## config.mk

```make
export PLATFORM = sky130hd
export DESIGN_NAME = wb_xcpt_scheduler
export DESIGN_NICKNAME = d
export VERILOG_FILES = /design/src/rtl/wb_xcpt_scheduler.sv
export SDC_FILE = /design/constraint.sdc
export NUM_CORES = 1
export LEC_CHECK = 0
export BUFFER_PORTS_ARGS = -buffer_cell sky130_fd_sc_hd__clkbuf_2
export CAP_MARGIN = 20
export CORE_MARGIN = 4
export CORE_UTILIZATION = 46
export CTS_BUF_LIST = sky130_fd_sc_hd__clkbuf_8
export CTS_CLUSTER_DIAMETER = 30
export DETAILED_ROUTE_END_ITERATION = 10
export PLACE_DENSITY = 0.87
export SETUP_SLACK_MARGIN = 0.02
export SLEW_MARGIN = 10
export SYNTH_ARGS = -nofsm -noshare
export SYNTH_HDL_FRONTEND = slang
export SYNTH_SLANG_ARGS = --single-unit
```

## constraint.sdc

```tcl
create_clock -name clock -period 4.2 [get_ports clock]
set_clock_uncertainty 0.05 [all_clocks]
set_input_delay 0.84 -clock clock [delete_from_list [all_inputs] [get_ports clock]]
set_output_delay 0.84 -clock clock [all_outputs]
set_load 0.005 [all_outputs]
```

## src/rtl/wb_xcpt_scheduler.sv

```systemverilog
// Writeback exception scheduler: keeps the oldest pending exception reported by
// the ALU, MUL and cache writeback paths and raises it precisely at the ROB head.
module wb_xcpt_scheduler #(
    parameter int unsigned ROB_IDX_W = 3
) (
    input  logic                 clock,
    input  logic                 reset,
    input  logic                 alu_wb_valid,
    input  logic [ROB_IDX_W-1:0] alu_rob_id,
    input  logic [67:0]          alu_rob_xcpt_info,
    input  logic                 mul_wb_valid,
    input  logic [ROB_IDX_W-1:0] mul_rob_id,
    input  logic [67:0]          mul_rob_xcpt_info,
    input  logic                 cache_wb_valid,
    input  logic [ROB_IDX_W-1:0] cache_rob_id,
    input  logic [67:0]          cache_rob_xcpt_info,
    input  logic [ROB_IDX_W-1:0] rob_head,
    input  logic                 rob_head_done,
    input  logic                 ext_flush,
    input  logic                 xcpt_ack,
    output logic                 xcpt_pending,
    output logic                 xcpt_req,
    output logic [2:0]           xcpt_type,
    output logic [31:0]          xcpt_addr_val,
    output logic [31:0]          xcpt_pc,
    output logic [ROB_IDX_W-1:0] xcpt_rob_id,
    output logic                 rob_flush
);

    localparam int unsigned ADDR_W = 32;
    localparam int unsigned TYPE_W = 3;
    localparam int unsigned XV_BIT = 67;

    typedef enum logic [1:0] {IDLE, HOLD, RAISE, FLUSH} state_t;

    state_t state;

    logic                 alu_cand_c, mul_cand_c, cache_cand_c;
    logic [ROB_IDX_W-1:0] alu_age_c, mul_age_c, cache_age_c, held_age_c;
    logic                 cand_valid_c;
    logic [ROB_IDX_W-1:0] cand_age_c;
    logic [ROB_IDX_W-1:0] cand_id_c;
    logic [66:0]          cand_info_c;

    // Ages are distances from the current head, so wrapped indices order correctly.
    assign alu_cand_c   = alu_wb_valid   && alu_rob_xcpt_info[XV_BIT];
    assign mul_cand_c   = mul_wb_valid   && mul_rob_xcpt_info[XV_BIT];
    assign cache_cand_c = cache_wb_valid && cache_rob_xcpt_info[XV_BIT];
    assign alu_age_c    = alu_rob_id   - rob_head;
    assign mul_age_c    = mul_rob_id   - rob_head;
    assign cache_age_c  = cache_rob_id - rob_head;
    assign held_age_c   = xcpt_rob_id  - rob_head;

    // Oldest candidate; strict compares give ALU > MUL > cache on equal age.
    always_comb begin
        cand_valid_c = 1'b0;
        cand_age_c   = '0;
        cand_id_c    = '0;
        cand_info_c  = '0;
        if (alu_cand_c) begin
            cand_valid_c = 1'b1;
            cand_age_c   = alu_age_c;
            cand_id_c    = alu_rob_id;
            cand_info_c  = alu_rob_xcpt_info[66:0];
        end
        if (mul_cand_c && (!cand_valid_c || (mul_age_c < cand_age_c))) begin
            cand_valid_c = 1'b1;
            cand_age_c   = mul_age_c;
            cand_id_c    = mul_rob_id;
            cand_info_c  = mul_rob_xcpt_info[66:0];
        end
        if (cache_cand_c && (!cand_valid_c || (cache_age_c < cand_age_c))) begin
            cand_valid_c = 1'b1;
            cand_age_c   = cache_age_c;
            cand_id_c    = cache_rob_id;
            cand_info_c  = cache_rob_xcpt_info[66:0];
        end
    end

    always_ff @(posedge clock or posedge reset) begin
        if (reset) begin
            state         <= IDLE;
            xcpt_pending  <= 1'b0;
            xcpt_req      <= 1'b0;
            xcpt_type     <= '0;
            xcpt_addr_val <= '0;
            xcpt_pc       <= '0;
            xcpt_rob_id   <= '0;
            rob_flush     <= 1'b0;
        end else begin
            case (state)
                IDLE: begin
                    if (!ext_flush && cand_valid_c) begin
                        state         <= HOLD;
                        xcpt_pending  <= 1'b1;
                        xcpt_type     <= cand_info_c[TYPE_W-1:0];
                        xcpt_addr_val <= cand_info_c[66:35];
                        xcpt_pc       <= cand_info_c[34:3];
                        xcpt_rob_id   <= cand_id_c;
                    end
                end
                HOLD: begin
                    if (ext_flush) begin
                        state         <= IDLE;
                        xcpt_pending  <= 1'b0;
                        xcpt_type     <= '0;
                        xcpt_addr_val <= '0;
                        xcpt_pc       <= '0;
                        xcpt_rob_id   <= '0;
                    end else if ((rob_head == xcpt_rob_id) && rob_head_done) begin
                        state    <= RAISE;
                        xcpt_req <= 1'b1;
                    end else if (cand_valid_c && (cand_age_c < held_age_c)) begin
                        xcpt_type     <= cand_info_c[TYPE_W-1:0];
                        xcpt_addr_val <= cand_info_c[66:35];
                        xcpt_pc       <= cand_info_c[34:3];
                        xcpt_rob_id   <= cand_id_c;
                    end
                end
                RAISE: begin
                    // Held fields stay frozen until core control acknowledges.
                    if (xcpt_ack) begin
                        state        <= FLUSH;
                        xcpt_req     <= 1'b0;
                        xcpt_pending <= 1'b0;
                        rob_flush    <= 1'b1;
                    end
                end
                FLUSH: begin
                    state         <= IDLE;
                    rob_flush     <= 1'b0;
                    xcpt_type     <= '0;
                    xcpt_addr_val <= ADDR_W'(0);
                    xcpt_pc       <= ADDR_W'(0);
                    xcpt_rob_id   <= '0;
                end
                default: state <= IDLE;
            endcase
        end
    end

endmodule

```

==> metrics <==
Syn Area/Cell=9.53 um^2; initial antenna violation count=0; Clk pin slew, worst setup/hold paths=0.07 ns; WP data required=4.36 ns; violations in the final reports=negative setup slack; number of placement rows=40; Total Wirelength=20.9 mm; fin nets=1185; wire length of the first global-routing pass=30.2 mm; Top Ports=297; Seq pwr share=18.5%; pin slew with the least headroom to its limit=1.15 ns; area used by multi-input combinational logic=0.00380 mm^2; top fanout value on the critical path=6; capture point of the worst path=xcpt_addr_val[10]$_DFFE_PP0P_; Synthesized Nets=835; commonest cells after routing, fill and taps aside=294 x sky130_fd_sc_hd__clkbuf_2, 82 x sky130_fd_sc_hd__nand2_1, 82 x sky130_fd_sc_hd__inv_1; Total Neg Setup Slack=-70.25 ns; root buffer cell=sky130_fd_sc_hd__clkbuf_8; detailed-route wire length per cell=19.1 um; fraction of layout instances using a drive strength above 1=59.8%; cell count after synthesis=592; residual DRC count=0; CP Class=input pin to flop; proportion of synthesized chip area in sequential cells=33.3%; worst-case reg-to-reg path depth=13; count of clock tree sinks=75; switching share of power=43.4%; largest net degree at the start of global routing=73; share of the synthesized area in the top cell type=33.3%; routed via count divided by cell count=5.65; Num CTS Buffers=9; startpoint type of the worst setup path=input pin; Gate power share=73.3%; class of the tightest hold or removal check=flop to flop; worst setup path start=alu_rob_id[0]; Detailed Place HPWL=14.4 mm; total overflow reported by the global router=0; Fin. Hold Viols=0; drt pass-1 iters=5; gp weighted congestion=0.905; GR Util All Layers=26.1%; DR vias=6180; fillcell total=823; Period minus WS final=5.27 ns; commonest non-fill, non-tap cell in the layout=sky130_fd_sc_hd__clkbuf_2; max-slew violations=0; relative contribution of the clock network to total power=8.2%; Area contributors post-synth=sky130_fd_sc_hd__dfrtp_1 33%, sky130_fd_sc_hd__a221oi_2 19%, sky130_fd_sc_hd__a22o_1 11%; start of the worst register-to-register path=xcpt_rob_id[0]$_DFFE_PP0P_; capturing element type of the critical path=flop; end of the worst register-to-register path=xcpt_addr_val[10]$_DFFE_PP0P_; TritonCTS clock tree=done; tightest slew margin relative to the limit=23.6%; worst vdd ir=0.671 mV; maximum operating frequency=190 MHz; Die H=119 um; Internal Dissipation=4.17 mW; run status=complete, but fails checks; P&R area growth vs syn=59.5%; crit path DAT=5.43 ns; Port Buffers=296; max-cap violations=0; post-layout total power=7.38 mW; count of final setup violators=70; Netlist Area Pre-Place=0.00564 mm^2; register area=0.00188 mm^2; synth warn=0; net load switching power=3.20 mW; cell type contributing the most total cell area after synthesis=sky130_fd_sc_hd__dfrtp_1; leakage power=4.55 nW; starting utilization of the core area=47.0%; Die Area=0.0141 mm^2; final cycle utilization of the critical path=125%; total inserted antenna cells=0; power per cell area=819 mW/mm^2; maximum root-to-sink buffer count=2; unrepaired setup endpoints after global routing=true; Die X=119 um; via count of the first global-routing pass=6203; deepest level of the CTS H-tree=3; slack of the worst reg-to-reg path=0.97 ns; number of nets with antenna violations after detailed routing=0; synthesis-stage register bit count=75; library cells used by synthesis=43; number of DRC markers in iteration 0=466; post-layout worst setup margin=-1.07 ns; core footprint=0.0120 mm^2; clock insertion delay at the later pin of the skew report=0.35 ns
==> worst min path at each step <==
stage	startpoint	to	slack, ns	cells after the start
after floorplan	rob_flush$_DFFE_PP0P_	rob_flush$_DFFE_PP0P_	0.42	2
after global placement	rob_flush$_DFFE_PP0P_	rob_flush$_DFFE_PP0P_	0.42	2
after detailed placement	rob_flush$_DFFE_PP0P_	rob_flush$_DFFE_PP0P_	0.42	2
after CTS	rob_flush$_DFFE_PP0P_	rob_flush$_DFFE_PP0P_	0.44	2
after global routing	rob_flush$_DFFE_PP0P_	rob_flush$_DFFE_PP0P_	0.49	2
final	rob_flush$_DFFE_PP0P_	rob_flush$_DFFE_PP0P_	0.43	2
==> power by group through the flow <==
stage               Clock, mW  Combinational, mW  Sequential [mW]
floorplan                   0               2.75             1.38
global placement            0               3.85             1.35
detailed placement          0               3.97             1.37
CTS                     0.615               4.45             1.36
global route            0.643               5.78             1.41
finish                  0.605               5.41             1.36
==> cell usage after synthesis <==
master	count
sky130_fd_sc_hd__nor4b_1	1
sky130_fd_sc_hd__a211oi_4	1
sky130_fd_sc_hd__buf_6	14
sky130_fd_sc_hd__o2bb2ai_1	1
sky130_fd_sc_hd__o2111a_1	1
sky130_fd_sc_hd__a221oi_1	1
sky130_fd_sc_hd__and2_1	4
sky130_fd_sc_hd__o32ai_4	1
sky130_fd_sc_hd__and3_1	2
sky130_fd_sc_hd__a22o_1	71
sky130_fd_sc_hd__dfrtp_1	75
sky130_fd_sc_hd__a2111oi_1	2
sky130_fd_sc_hd__xnor2_1	5
sky130_fd_sc_hd__nand2b_1	3
sky130_fd_sc_hd__nor2_8	1
sky130_fd_sc_hd__a21o_4	1
sky130_fd_sc_hd__xor2_1	3
sky130_fd_sc_hd__a221oi_2	70
sky130_fd_sc_hd__nor2b_1	3
sky130_fd_sc_hd__nor3_4	1
sky130_fd_sc_hd__a222oi_1	1
sky130_fd_sc_hd__inv_1	83
sky130_fd_sc_hd__or3_4	1
sky130_fd_sc_hd__nand4_1	2
sky130_fd_sc_hd__o21ai_0	9
sky130_fd_sc_hd__a221o_1	1
sky130_fd_sc_hd__nor3_1	1
sky130_fd_sc_hd__a21oi_1	77
sky130_fd_sc_hd__clkbuf_1	34
sky130_fd_sc_hd__nor3_2	1
sky130_fd_sc_hd__ha_1	15
sky130_fd_sc_hd__a21o_1	2
sky130_fd_sc_hd__nor2_1	6
sky130_fd_sc_hd__a22oi_1	1
sky130_fd_sc_hd__mux2_2	1
sky130_fd_sc_hd__fa_1	4
sky130_fd_sc_hd__buf_2	2
sky130_fd_sc_hd__nand2_1	83
sky130_fd_sc_hd__and3b_1	3
sky130_fd_sc_hd__mux2i_1	1
sky130_fd_sc_hd__buf_1	1
sky130_fd_sc_hd__a31o_2	1
sky130_fd_sc_hd__and3_4	1
==> per-layer routing <==
metal  part of all wire (%)  vias up  GRT usage (%)
li1                       -     2873              -
met1                     38     2949           30.7
met2                     52      297           46.8
met3                    6.7       61           5.31
met4                    3.4        0           9.78
met5                      0        -              0
==> critical path: stages <==
cell and delay (ns):
sky130_fd_sc_hd__clkbuf_16 0.13, sky130_fd_sc_hd__inv_12 0.04, sky130_fd_sc_hd__ha_4 0.11, sky130_fd_sc_hd__inv_2 0.03
sky130_fd_sc_hd__fa_2 0.51, sky130_fd_sc_hd__nand2_2 0.07, sky130_fd_sc_hd__ha_4 0.24, sky130_fd_sc_hd__a21o_1 0.20
sky130_fd_sc_hd__a21oi_4 0.28, sky130_fd_sc_hd__buf_4 0.17, sky130_fd_sc_hd__a21oi_2 0.06, sky130_fd_sc_hd__ha_1 0.30
sky130_fd_sc_hd__nor2b_1 0.14, sky130_fd_sc_hd__o21ai_1 0.15, sky130_fd_sc_hd__a22oi_2 0.11, sky130_fd_sc_hd__or3_4 0.38
sky130_fd_sc_hd__nor2_4 0.10, sky130_fd_sc_hd__a21oi_2 0.05, sky130_fd_sc_hd__ha_4 0.17, sky130_fd_sc_hd__a2111oi_4 0.29
sky130_fd_sc_hd__o2111a_2 0.35, sky130_fd_sc_hd__o32ai_4 0.14, sky130_fd_sc_hd__buf_6 0.17, sky130_fd_sc_hd__buf_8 0.13
sky130_fd_sc_hd__a21oi_1 0.18, sky130_fd_sc_hd__a221oi_2 0.07
==> flip-flops by register name, summed over array words and instances, names as in the netlist, named ones only <==
name           flops
xcpt_pc           32
xcpt_req           1
xcpt_rob_id        3
xcpt_pending       1
state              1
xcpt_addr_val     32
rob_flush          1
xcpt_type          3
==> cell type report <==
type | count | share of cell area, %
clock buffers | 9 | 1.38
clock inverters | 6 | 0.931
inverters | 83 | 3.61
multi-input cells | 383 | 42.2
flip-flops and latches | 75 | 20.9
well taps | 147 | 2.04
repair buffers | 390 | 29.0
==> what timing repair did <==
action	CTS	global route
setup endpoints to repair	70	70
hold buffers	0	0
cloned	4	12
resized for setup	62	59
endpoints found under the hold margin	0	0
setup buffers	17	8
pin swaps	19	31
==> logic make-up (layout without fill, tap and decap cells) <==
family	after synthesis	after routing	synth area share (%)
and+or+nand+nor	113	113	9.40
xor gates and xnor gates	8	8	1.24
buffers and inverters	134	488	10.8
AOI/OAI and AO/OA	241	241	40.2
adders and majority gates	19	19	4.75
DFF	75	75	33.3
muxes	2	2	0.377
==> metrics by stage <==
step | cells | utilization, % | setup WS, ns | hold slack (ns) | area [um^2]
detailed placement | 1040 | 64.0 | -1.58 | 0.418 | 7680
global placement | 1040 | 64.0 | -1.47 | 0.425 | 7680
CTS | 1075 | 69.6 | -1.01 | 0.436 | 8350
floorplan | 592 | - | -1.16 | 0.420 | 5750
global route | 1093 | 74.9 | -1.24 | 0.485 | 9000
finish | 1093 | 74.9 | -1.07 | 0.431 | 9000
(Power assumes the default switching activity.)
